**src/rtl/regfile_write_arbiter.sv**
```systemverilog
// Round-robin arbiter sharing the register-file write port among NUM_REQ producers.
// The winning write is registered and presented on rf_* one cycle after acceptance.
module regfile_write_arbiter #(
    parameter int NUM_REQ = 4,
    parameter int DATA_W  = 32,
    parameter int ADDR_W  = 5,
    parameter int CNT_W   = 16,
    localparam int GID_W  = (NUM_REQ > 1) ? $clog2(NUM_REQ) : 1
) (
    input  logic                        clk,
    input  logic                        rst_n,
    input  logic [NUM_REQ-1:0]          req_valid,
    output logic [NUM_REQ-1:0]          req_ready,
    input  logic [NUM_REQ*ADDR_W-1:0]   req_addr,
    input  logic [NUM_REQ*DATA_W-1:0]   req_data,
    input  logic                        hold,
    input  logic                        cnt_clear,
    output logic                        rf_reg_write,
    output logic [ADDR_W-1:0]           rf_write_addr,
    output logic [DATA_W-1:0]           rf_write_data,
    output logic [GID_W-1:0]            grant_id,
    output logic [CNT_W-1:0]            contention_cnt
);

    // Handshake: requester i transfers in a cycle where req_valid[i] && req_ready[i];
    // req_ready is combinational, one-hot, and may depend on req_valid of the same cycle.

    logic [GID_W-1:0]  ptr_q, ptr_d;
    logic [GID_W-1:0]  win_idx;
    logic              win_found;
    logic              xfer;
    logic              contended;
    logic              rf_reg_write_q, rf_reg_write_d;
    logic [ADDR_W-1:0] rf_write_addr_q, rf_write_addr_d;
    logic [DATA_W-1:0] rf_write_data_q, rf_write_data_d;
    logic [GID_W-1:0]  grant_id_q, grant_id_d;
    logic [CNT_W-1:0]  cnt_q, cnt_d;

    // Scan from the pointer upward with wrap; first valid requester wins.
    always_comb begin
        win_found = 1'b0;
        win_idx   = '0;
        for (int k = 0; k < NUM_REQ; k++) begin
            if (!hold && !win_found && req_valid[(int'(ptr_q) + k) % NUM_REQ]) begin
                win_found = 1'b1;
                win_idx   = GID_W'((int'(ptr_q) + k) % NUM_REQ);
            end
        end
    end

    assign xfer = win_found && rst_n;

    always_comb begin
        req_ready = '0;
        if (xfer) begin
            req_ready[win_idx] = 1'b1;
        end
    end

    // Clearing the lowest set bit leaves something only when two or more requesters are valid.
    assign contended = |(req_valid & (req_valid - 1'b1)) && !hold;

    always_comb begin
        ptr_d           = ptr_q;
        rf_reg_write_d  = xfer;
        rf_write_addr_d = rf_write_addr_q;
        rf_write_data_d = rf_write_data_q;
        grant_id_d      = grant_id_q;
        cnt_d           = cnt_q;
        if (xfer) begin
            ptr_d           = (win_idx == GID_W'(NUM_REQ - 1)) ? '0 : win_idx + 1'b1;
            rf_write_addr_d = req_addr[win_idx*ADDR_W +: ADDR_W];
            rf_write_data_d = req_data[win_idx*DATA_W +: DATA_W];
            grant_id_d      = win_idx;
        end
        if (cnt_clear) begin
            cnt_d = '0;
        end else if (contended && (cnt_q != {CNT_W{1'b1}})) begin
            cnt_d = cnt_q + 1'b1;
        end
    end

    always_ff @(posedge clk or negedge rst_n) begin
        if (!rst_n) begin
            ptr_q           <= '0;
            rf_reg_write_q  <= 1'b0;
            rf_write_addr_q <= '0;
            rf_write_data_q <= '0;
            grant_id_q      <= '0;
            cnt_q           <= '0;
        end else begin
            ptr_q           <= ptr_d;
            rf_reg_write_q  <= rf_reg_write_d;
            rf_write_addr_q <= rf_write_addr_d;
            rf_write_data_q <= rf_write_data_d;
            grant_id_q      <= grant_id_d;
            cnt_q           <= cnt_d;
        end
    end

    assign rf_reg_write   = rf_reg_write_q;
    assign rf_write_addr  = rf_write_addr_q;
    assign rf_write_data  = rf_write_data_q;
    assign grant_id       = grant_id_q;
    assign contention_cnt = cnt_q;

endmodule

```
**config.mk**
```make
export PLATFORM = sky130hd
export DESIGN_NAME = regfile_write_arbiter
export DESIGN_NICKNAME = d
export VERILOG_FILES = /design/src/rtl/regfile_write_arbiter.sv
export SDC_FILE = /design/constraint.sdc
export NUM_CORES = 1
export LEC_CHECK = 0
export ABC_AREA = 1
export CAP_MARGIN = 30
export CORE_AREA = 8 8 130 108
export CTS_CLUSTER_DIAMETER = 200
export DETAILED_ROUTE_END_ITERATION = 10
export DIE_AREA = 0 0 138 116
export PLACE_DENSITY_LB_ADDON = 0.2
export SYNTH_ARGS = -nofsm -noshare
export SYNTH_HDL_FRONTEND = slang
export SYNTH_SLANG_ARGS = --single-unit
```
**constraint.sdc**
```tcl
create_clock -name clk -period 2.9 [get_ports clk]
set_input_delay 0.29 -clock clk [delete_from_list [all_inputs] [get_ports clk]]
set_output_delay 0.29 -clock clk [all_outputs]
set_load 0.02 [all_outputs]
```
## Yosys cells after proc, flatten, opt, wreduce, memory -nomap -nowiden

Index checks and enable logic that the tools add are counted.

- Logic and storage cells: 72
- Bits of input ports: 156
- Register bits: 58

- Reductions and logical operators: 20
- Eq/ne operators: 2
- Mux-type cells: 25
- Magnitude comparators: 6
- Bitwise gates (word level): 4
- $mul: 1
- Add/sub/neg operators: 6
- Shift-type cells: 2

Operator list:

| cell | count |
|---|---|
| 128-bit by 8-bit variable part select with 32-bit output | 1 |
| 16-bit 2-to-1 mux | 2 |
| 20-bit by 6-bit variable part select with 5-bit output | 1 |
| 16-bit by 1-bit adder with 16-bit output, second input constant | 1 |
| 16-bit inequality test, second input constant | 1 |
| 3-bit by 4-bit < comparator with 1-bit output, second input constant | 3 |
| 1-bit 2-to-1 mux | 12 |
| 1-bit logical AND | 11 |
| 2-bit 2-to-1 mux | 5 |
| 1-bit binary-select mux with 2-bit select | 4 |
| 2-bit by 3-bit < comparator with 1-bit output, second input constant | 2 |
| 2-bit OR reduction | 3 |
| 2-bit by 3-bit multiplier with 5-bit output, second input constant | 1 |
| 2-bit by 1-bit adder with 2-bit output, second input constant | 2 |
| 2-bit adder, second input constant | 2 |
| 4-bit bitwise AND | 1 |
| 1-bit zero test | 4 |
| 4-bit 2-to-1 mux | 1 |
| 4-bit OR reduction | 1 |
| 4-bit by 1-bit subtractor with 4-bit output, second input constant | 1 |
| 1-bit bitwise AND, first input constant | 3 |
| 1-bit demux with 2-bit select | 1 |
| 2-bit == test, second input constant | 1 |
| 2-bit by 1-bit >= comparator with 1-bit output, second input constant | 1 |
| 2-bit nonzero test | 1 |

## Depth between registers and ports, before layout

Gate-level depths: netlist of run 1.

- Depth after elaboration: 21
- Depth in mapped cells: 18
- Mapped depth without buffers: 16

## Worst setup path after synthesis of run 1

OpenSTA, ideal clock, no wires.

- Path type: reg2out
- From: register ptr_q[1]
- To: output port req_ready[3]
- Cell stages (with the launch flop): 16
- Data required time: 2.610 ns
- Buffers on the path: 3
- Slack: 0.598 ns
- Arrival: 2.012 ns
- Cell sequence: dfrtp_1 buf_2 inv_4 nand2_1 nand2_2 nand2_1 nand2_2 nand4_2 o21ai_2 nand2_2 buf_6 buf_6 inv_2 ha_1 inv_1 nor2_1

- Word-level cells in the longest chain between the ends: 21
- Elaborated cells on any way between the ends: 39

RTL lines:

| what | line | source |
|---|---|---|
| start: declaration | 28 | `logic [GID_W-1:0] ptr_q, ptr_d;` |
| start signal: assignment | 92 | `ptr_q <= ptr_d;` |
| branches (longest 20 deep; another with 2-bit by 1-bit adder with 2-bit output) | - |  |
| 4-bit 2-to-1 mux (*) | 55 | `if (xfer) begin` |
| end: declaration | 13 | `output logic [NUM_REQ-1:0] req_ready,` |

Every way passes the cells marked *. The select of a mux whose other input is x is not followed.

## Final worst setup path of run 1

- From: register ptr_q[1]
- To: output port req_ready[1]

The elaborated chain is that of the path after synthesis.

==> flow_summary.ini, run 1 <==
[pwr]
p_sw_w = 0.003392
power_leakage_nw = 3.823
p_sw_frac = 0.4834
peakVddDrop_mv = 0.6293
powerDensity_mw_per_mm2 = 970.2
intPower_w = 0.003625
p_seq_frac = 0.180
clockPowerShare = 0.160
comb_power_share = 0.660
power_w = 0.007016

[yosys]
synthTopCellsByCount = nand2_1 (331), nand3_1 (166), inv_1 (99)
synth_area_leaders = dfrtp_1 (31%), nand2_1 (27%), nand3_1 (18%)
synth_most_common_cell = nand2_1
synth-warning-count = 0
yosysSeqAreaShare = 0.3141
yosys.area.top_type = dfrtp_1
netlist_instances = 782
synth_edf_count = 0
synth_top_area_frac = 0.3141
ys.flop_type = dfrtp_1
synth_seq_cells = 58
syn-cell-area_mm2 = 0.004621
synth_cell_type_count = 32
async_flop_share = 1.000
post_synth.cell_area_avg_um2 = 5.909
syn_nets = 940

[clock_tree]
cts_buffers = 9
cts-hold-fix-buffers = 0
clock-sinks = 58
cts_tree = yes
clockRootBuffer = clkbuf_16
cts.path.max_buffers = 2
path_clk_slew_ns = 0.05
post_cts_buffers = 0
worstSkewPairLatency_ns = 0.33
htreeDepth = 3

[sta]
maxSlewViolCount = 0
timing.slew.headroom = 0.4780
hold_ws_ns = 0.1444
fin_crit_sh = 0.9309
finClkSkew_ns = 0.005947
worst_pin_slew_ns = 0.7830
hold_viol = 0
rsz0062_at_grt = no
fin_crit_ns = 2.700
setup_violations = 0
clock.fmax_ghz = 0.3704

[setup_path]
crit_path_end_kind = output pin
cp.arrival_ns = 2.41
critPathLaunch = ptr_q[1]$_DFFE_PN0P_
path_cells = inv_4 -> nand2_1 -> nand2_2 -> nand2_1 -> nand2_2 -> nand4_1 -> nand2b_1 -> nand2_1 -> nand2_2 -> buf_4 -> nor2_1 -> clkdlybuf4s15_1
critPathMaxFanout = 8
slowest_delay_ns = 0.48
r2r_start = ptr_q[0]$_DFFE_PN0P_
crit_required_ns = 2.61
worst_setup_path_start_kind = flip-flop
crit_slowest_cell = dfrtp_2
critPathKind = reg -> out

[die]
rows = 36
die_x_um = 138
fp.dieArea_mm2 = 0.01601
num_io_pins = 216
coreArea_mm2 = 0.01189
start_util = 0.3886
dieHeight_um = 116

[place]
io_buffers = 215
dpl_cell_area_mm2 = 0.006925
dpl.cell_count = 1131
dp_hpwl_um = 12530
routabilityCongestion = 0.9270

[finish]
multiInputGateArea_mm2 = 0.002510
seq_area_mm2 = 0.001453
design_area_mm2 = 0.007232
post-route-util = 0.6082
stdcell_count = 1148
drive_gt1_frac = 0.06332
fillers = 1176
syn_to_final_growth_pct = 56.51
fin_nets = 1148

[global_route]
use_met3 = 0.07576
grt_max_degree = 75
use_met2 = 0.3486
grt_overflow_total = 0
top_usage_layer = met2
grt_use_met1 = 0.2570
grt_pass1_wl_um = 27990
grt_pass1_vias = 5580
grt_usage = 0.2123
antenna_found_initial = 1

[detailed_routing]
vias = 5495
routedWlPerCell_um = 14.65
drc_errors = 0
via_per_inst = 4.787
first_pass_iters = 5
drt-initial-drc-count = 314
ant_nets = 0
postRouteWirelength_um = 16820

[outcome]
status = finished clean

[worst_hold_path]
min_path_type = in -> async

[job]
cap_viol_max_count = 0
critical path: cells and delay by family, from the launching register on:
family,cells,cell delay [ns]
flip-flops,1,0.48
AND/OR/NAND/NOR,9,0.98
buffers and inverters,3,0.62
cells by family after synthesis:
family,synth area share
compound gates,0.03222
xor+xnor,0.001896
flops,0.3141
fa+ha+maj,0.005415
buf+inv,0.1460
simple gates,0.5004
metrics by stage:
step / setup TNS (ns) / setup WS, ns
2_1_floorplan: 0 / 0.5976
3_3_place_gp: -0.007265 / -0.007265
3_5_place_dp: -0.05224 / -0.05224
4_1_cts: 0 / 0.1034
5_1_grt: 0 / 0.01332
6_report: 0 / 0.2003
path summary, 6_finish.rpt:
kind	slack (ns)	cells past startpoint	endpoint
worst max-delay path	0.20	12	req_ready[1]
worst min-delay path	0.14	2	rf_write_data[10]$_DFFE_PN0P_
worst max register to register	0.36	15	rf_write_data[27]$_DFFE_PN0P_
worst min register to register	0.48	2	rf_write_data[26]$_DFFE_PN0P_
max in group asynchronous	2.23	2	ptr_q[1]$_DFFE_PN0P_
min in group clk	0.45	5	rf_write_data[26]$_DFFE_PN0P_
power groups by stage:
stage          Sequential [W]  Clock (W)  Combinational (W)
6_report              0.00127    0.00112            0.00463
3_5_place_dp          0.00127          0            0.00466
4_1_cts               0.00127    0.00115            0.00467
2_1_floorplan         0.00156          0            0.00281
3_3_place_gp          0.00126          0            0.00465
5_1_grt               0.00131    0.00118            0.00520
layout by cell type (no fill, tap or decap), drive strengths merged:
cell type	synthesis	routed
nand2	337	337
clkdlybuf4s50	0	210
nand3	166	166
inv	105	105
dfrtp	58	58
nor2	30	30
buf	37	28
clkbuf	8	18
o21ai	10	10
nor3	8	8
a21oi	8	8
nand4	3	3
a31oi	2	2
ha	2	2
o21bai	2	2
diode	0	1
a41oi	1	1
nand2b	1	1
nor3b	1	1
o31ai	1	1
o21a	1	1
xor2	1	1
bufinv	0	1
clkdlybuf4s15	0	1
routing by layer:
metal	wire, um	share of wire
met1	7356	0.44
met3	1417	0.084
met4	325	0.019
met2	7716	0.46
met5	0	0
flip-flops by register name, indices dropped and copies added (netlist names):
register and count:
rf_write_data 32, grant_id 2, rf_reg_write 1, rf_write_addr 5, ptr_q 2, contention_cnt 16
area by class of cell:
| class | count | share of cell area |
|---|---|---|
| multi-input combinational | 574 | 0.3471 |
| antenna | 1 | 0.0003460 |
| sequential | 58 | 0.2009 |
| tap | 152 | 0.02630 |
| clock inverter | 1 | 0.004152 |
| inverter | 105 | 0.05519 |
| clock buffer | 15 | 0.03979 |
| timing repair buffer | 242 | 0.3263 |
timing repair:
item	4_1_cts	5_1_grt
pin swaps	0	0
setup endpoints to repair	4	4
gates resized for setup	5	7
Note: power is estimated with default switching activity, not from simulation.
==> run 2: changes to the inputs <==
- CORE_AREA: 8 8 130 108 -> 2 2 124 102
- DIE_AREA: 0 0 138 116 -> 0 0 126 104
==> run 2 against run 1 <==
Compared with the run above:
- clock skew barely moved
- sequential power barely moved
- setup slack improved by 0.052 ns
- wire length fell by 5.6%
- clock power barely moved
- hold slack improved by 0.0090 ns
- sequential share of layout area rose by 0.070 points
- critical path type unchanged
- largest power group unchanged
==> flow_summary.ini, run 2 (synthesis gave the netlist of run 1 again) <==
[outcome]
status = finished clean

[die]
start_util = 0.3886
num_io_pins = 216
dieHeight_um = 104
coreArea_mm2 = 0.01189
fp.dieArea_mm2 = 0.01310
die_x_um = 126
rows = 36

[detailed_routing]
met2_length_um = 7515
routedWlPerCell_um = 13.86
drt-initial-drc-count = 407
postRouteWirelength_um = 15870
wl_met1_um = 7021
via_per_inst = 4.794
first_pass_iters = 5
ant_nets = 0
drc_errors = 0
vias = 5489
topRoutingLayerUsed = met4
route.met3.wl_um = 1120

[job]
cap_viol_max_count = 0

[pwr]
p_seq_frac = 0.185
power_w = 0.006944
p_sw_frac = 0.4873
p_sw_w = 0.003384
comb_power_share = 0.658
intPower_w = 0.003560
clockPowerShare = 0.157
powerDensity_mw_per_mm2 = 962.7
peakVddDrop_mv = 0.8629
power_leakage_nw = 3.815

[finish]
post-route-util = 0.6066
antenna_cells = 0
layout_commonest_cell = nand2_1
stdcell_count = 1145
layout_common_cells = nand2_1 (331), clkdlybuf4s50_1 (210), nand3_1 (166)
fin_nets = 1146
fillers = 1191
largest_register_ffs = 32
syn_to_final_growth_pct = 56.11
drive_gt1_frac = 0.06546

[clock_tree]
worstSkewPairLatency_ns = 0.33
clockRootBuffer = clkbuf_16
cts_tree = yes
htreeDepth = 3
post_cts_buffers = 0
path_clk_slew_ns = 0.05
clock-sinks = 58
cts.path.max_buffers = 2
cts_buffers = 9

[setup_path]
crit_required_ns = 2.61
critPathLaunch = ptr_q[0]$_DFFE_PN0P_
crit_path_end_kind = output pin
path_cells = inv_4 -> nand2_1 -> nand2_2 -> nand2_1 -> nand2_2 -> nand4_2 -> nor2_1 -> nand2_1 -> nand2_2 -> ha_1 -> inv_1 -> nor2_1 -> clkbuf_2
slowest_delay_ns = 0.50
crit_slowest_cell = dfrtp_2
critPathMaxFanout = 11
critPathKind = reg -> out
cp.arrival_ns = 2.36
r2r_start = ptr_q[0]$_DFFE_PN0P_
r2r_end = rf_write_data[29]$_DFFE_PN0P_
worst_setup_path_start_kind = flip-flop
reg2reg_slack_ns = 0.34
ff2ff_path_depth = 14

[sta]
fin_crit_sh = 0.9132
maxSlewViolCount = 0
finalSetupTns_ns = 0
clock.fmax_ghz = 0.3776
hold_ws_ns = 0.1534
fin_crit_ns = 2.648
finClkSkew_ns = 0.006404
worst_pin_slew_ns = 0.9146
hold_viol = 0
timing.slew.headroom = 0.3888
setup_violations = 0
rsz0062_at_grt = no

[place]
routabilityCongestion = 0.8665
dpl.cell_count = 1129
io_buffers = 215
dp_hpwl_um = 11470

[global_route]
grt_max_degree = 75
grt_overflow_total = 0
antenna_found_initial = 0
grt_pass1_wl_um = 25950
grt_pass1_vias = 5233
grt_usage = 0.2423

[worst_hold_path]
min_path_type = in -> async
[run 2: worst max-delay path: cells and delay by family, from the launching register on]
kind / cells / cell delay, ns
AND/OR/NAND/NOR: 9 / 1.00
flip-flops: 1 / 0.50
buffers and inverters: 3 / 0.35
adder cells (fa/ha/maj): 1 / 0.17
[run 2: how the worst max path moves through the flow]
stage              endpoint  slack (ns)  cells after the start
6_report       req_ready[3]        0.25                     13
2_1_floorplan  req_ready[3]        0.60                     15
3_5_place_dp   req_ready[3]       -0.03                     15
5_1_grt        req_ready[3]        0.05                     13
4_1_cts        req_ready[3]        0.06                     13
3_3_place_gp   req_ready[3]      -0.009                     15
[run 2: through the flow]
stage / worst slack (ns) / area, um2
2_1_floorplan: 0.5976 / 4621
3_3_place_gp: -0.008748 / 6923
3_5_place_dp: -0.02570 / 6923
4_1_cts: 0.05830 / 7226
5_1_grt: 0.04723 / 7213
6_report: 0.2518 / 7213
[run 2: routing by layer]
| metal | global-route usage | vias to the layer above |
|---|---|---|
| met5 | 0 | - |
| met4 | 0.05102 | 0 |
| met3 | 0.07150 | 17 |
| met2 | 0.4017 | 174 |
| met1 | 0.3137 | 2461 |
| li1 | - | 2837 |
[run 2: final cells by class]
class / instances / area (um2) / share of cell area
Clock inverter: 5 / 52.55 / 0.007285
Multi-Input combinational cell: 574 / 2510 / 0.3480
Timing Repair Buffer: 240 / 2352 / 0.3261
Clock buffer: 11 / 252.7 / 0.03504
Inverter: 105 / 401.6 / 0.05568
Sequential cell: 58 / 1454 / 0.2016
Tap cell: 152 / 190.2 / 0.02637
[run 2: power by group through the flow]
stage                     combinational, W  clock [W]  sequential [W]
after floorplan                    0.00281          0         0.00156
after global placement             0.00456          0         0.00128
after detailed placement           0.00458          0         0.00128
after CTS                          0.00459    0.00110         0.00128
after global routing               0.00510    0.00115         0.00133
final                              0.00457    0.00109         0.00128
[run 2: what timing repair did]
| action | 4_1_cts | 5_1_grt |
|---|---|---|
| resized for setup | 6 | 9 |
| hold buffers | 0 | 0 |
| endpoints found under the setup margin | 4 | 4 |
==> run 3: changes to the inputs <==
- CAP_MARGIN: 30 -> 20
==> results of run 3 <==
Final layout, timing and power as in run 2 (identical DEF).
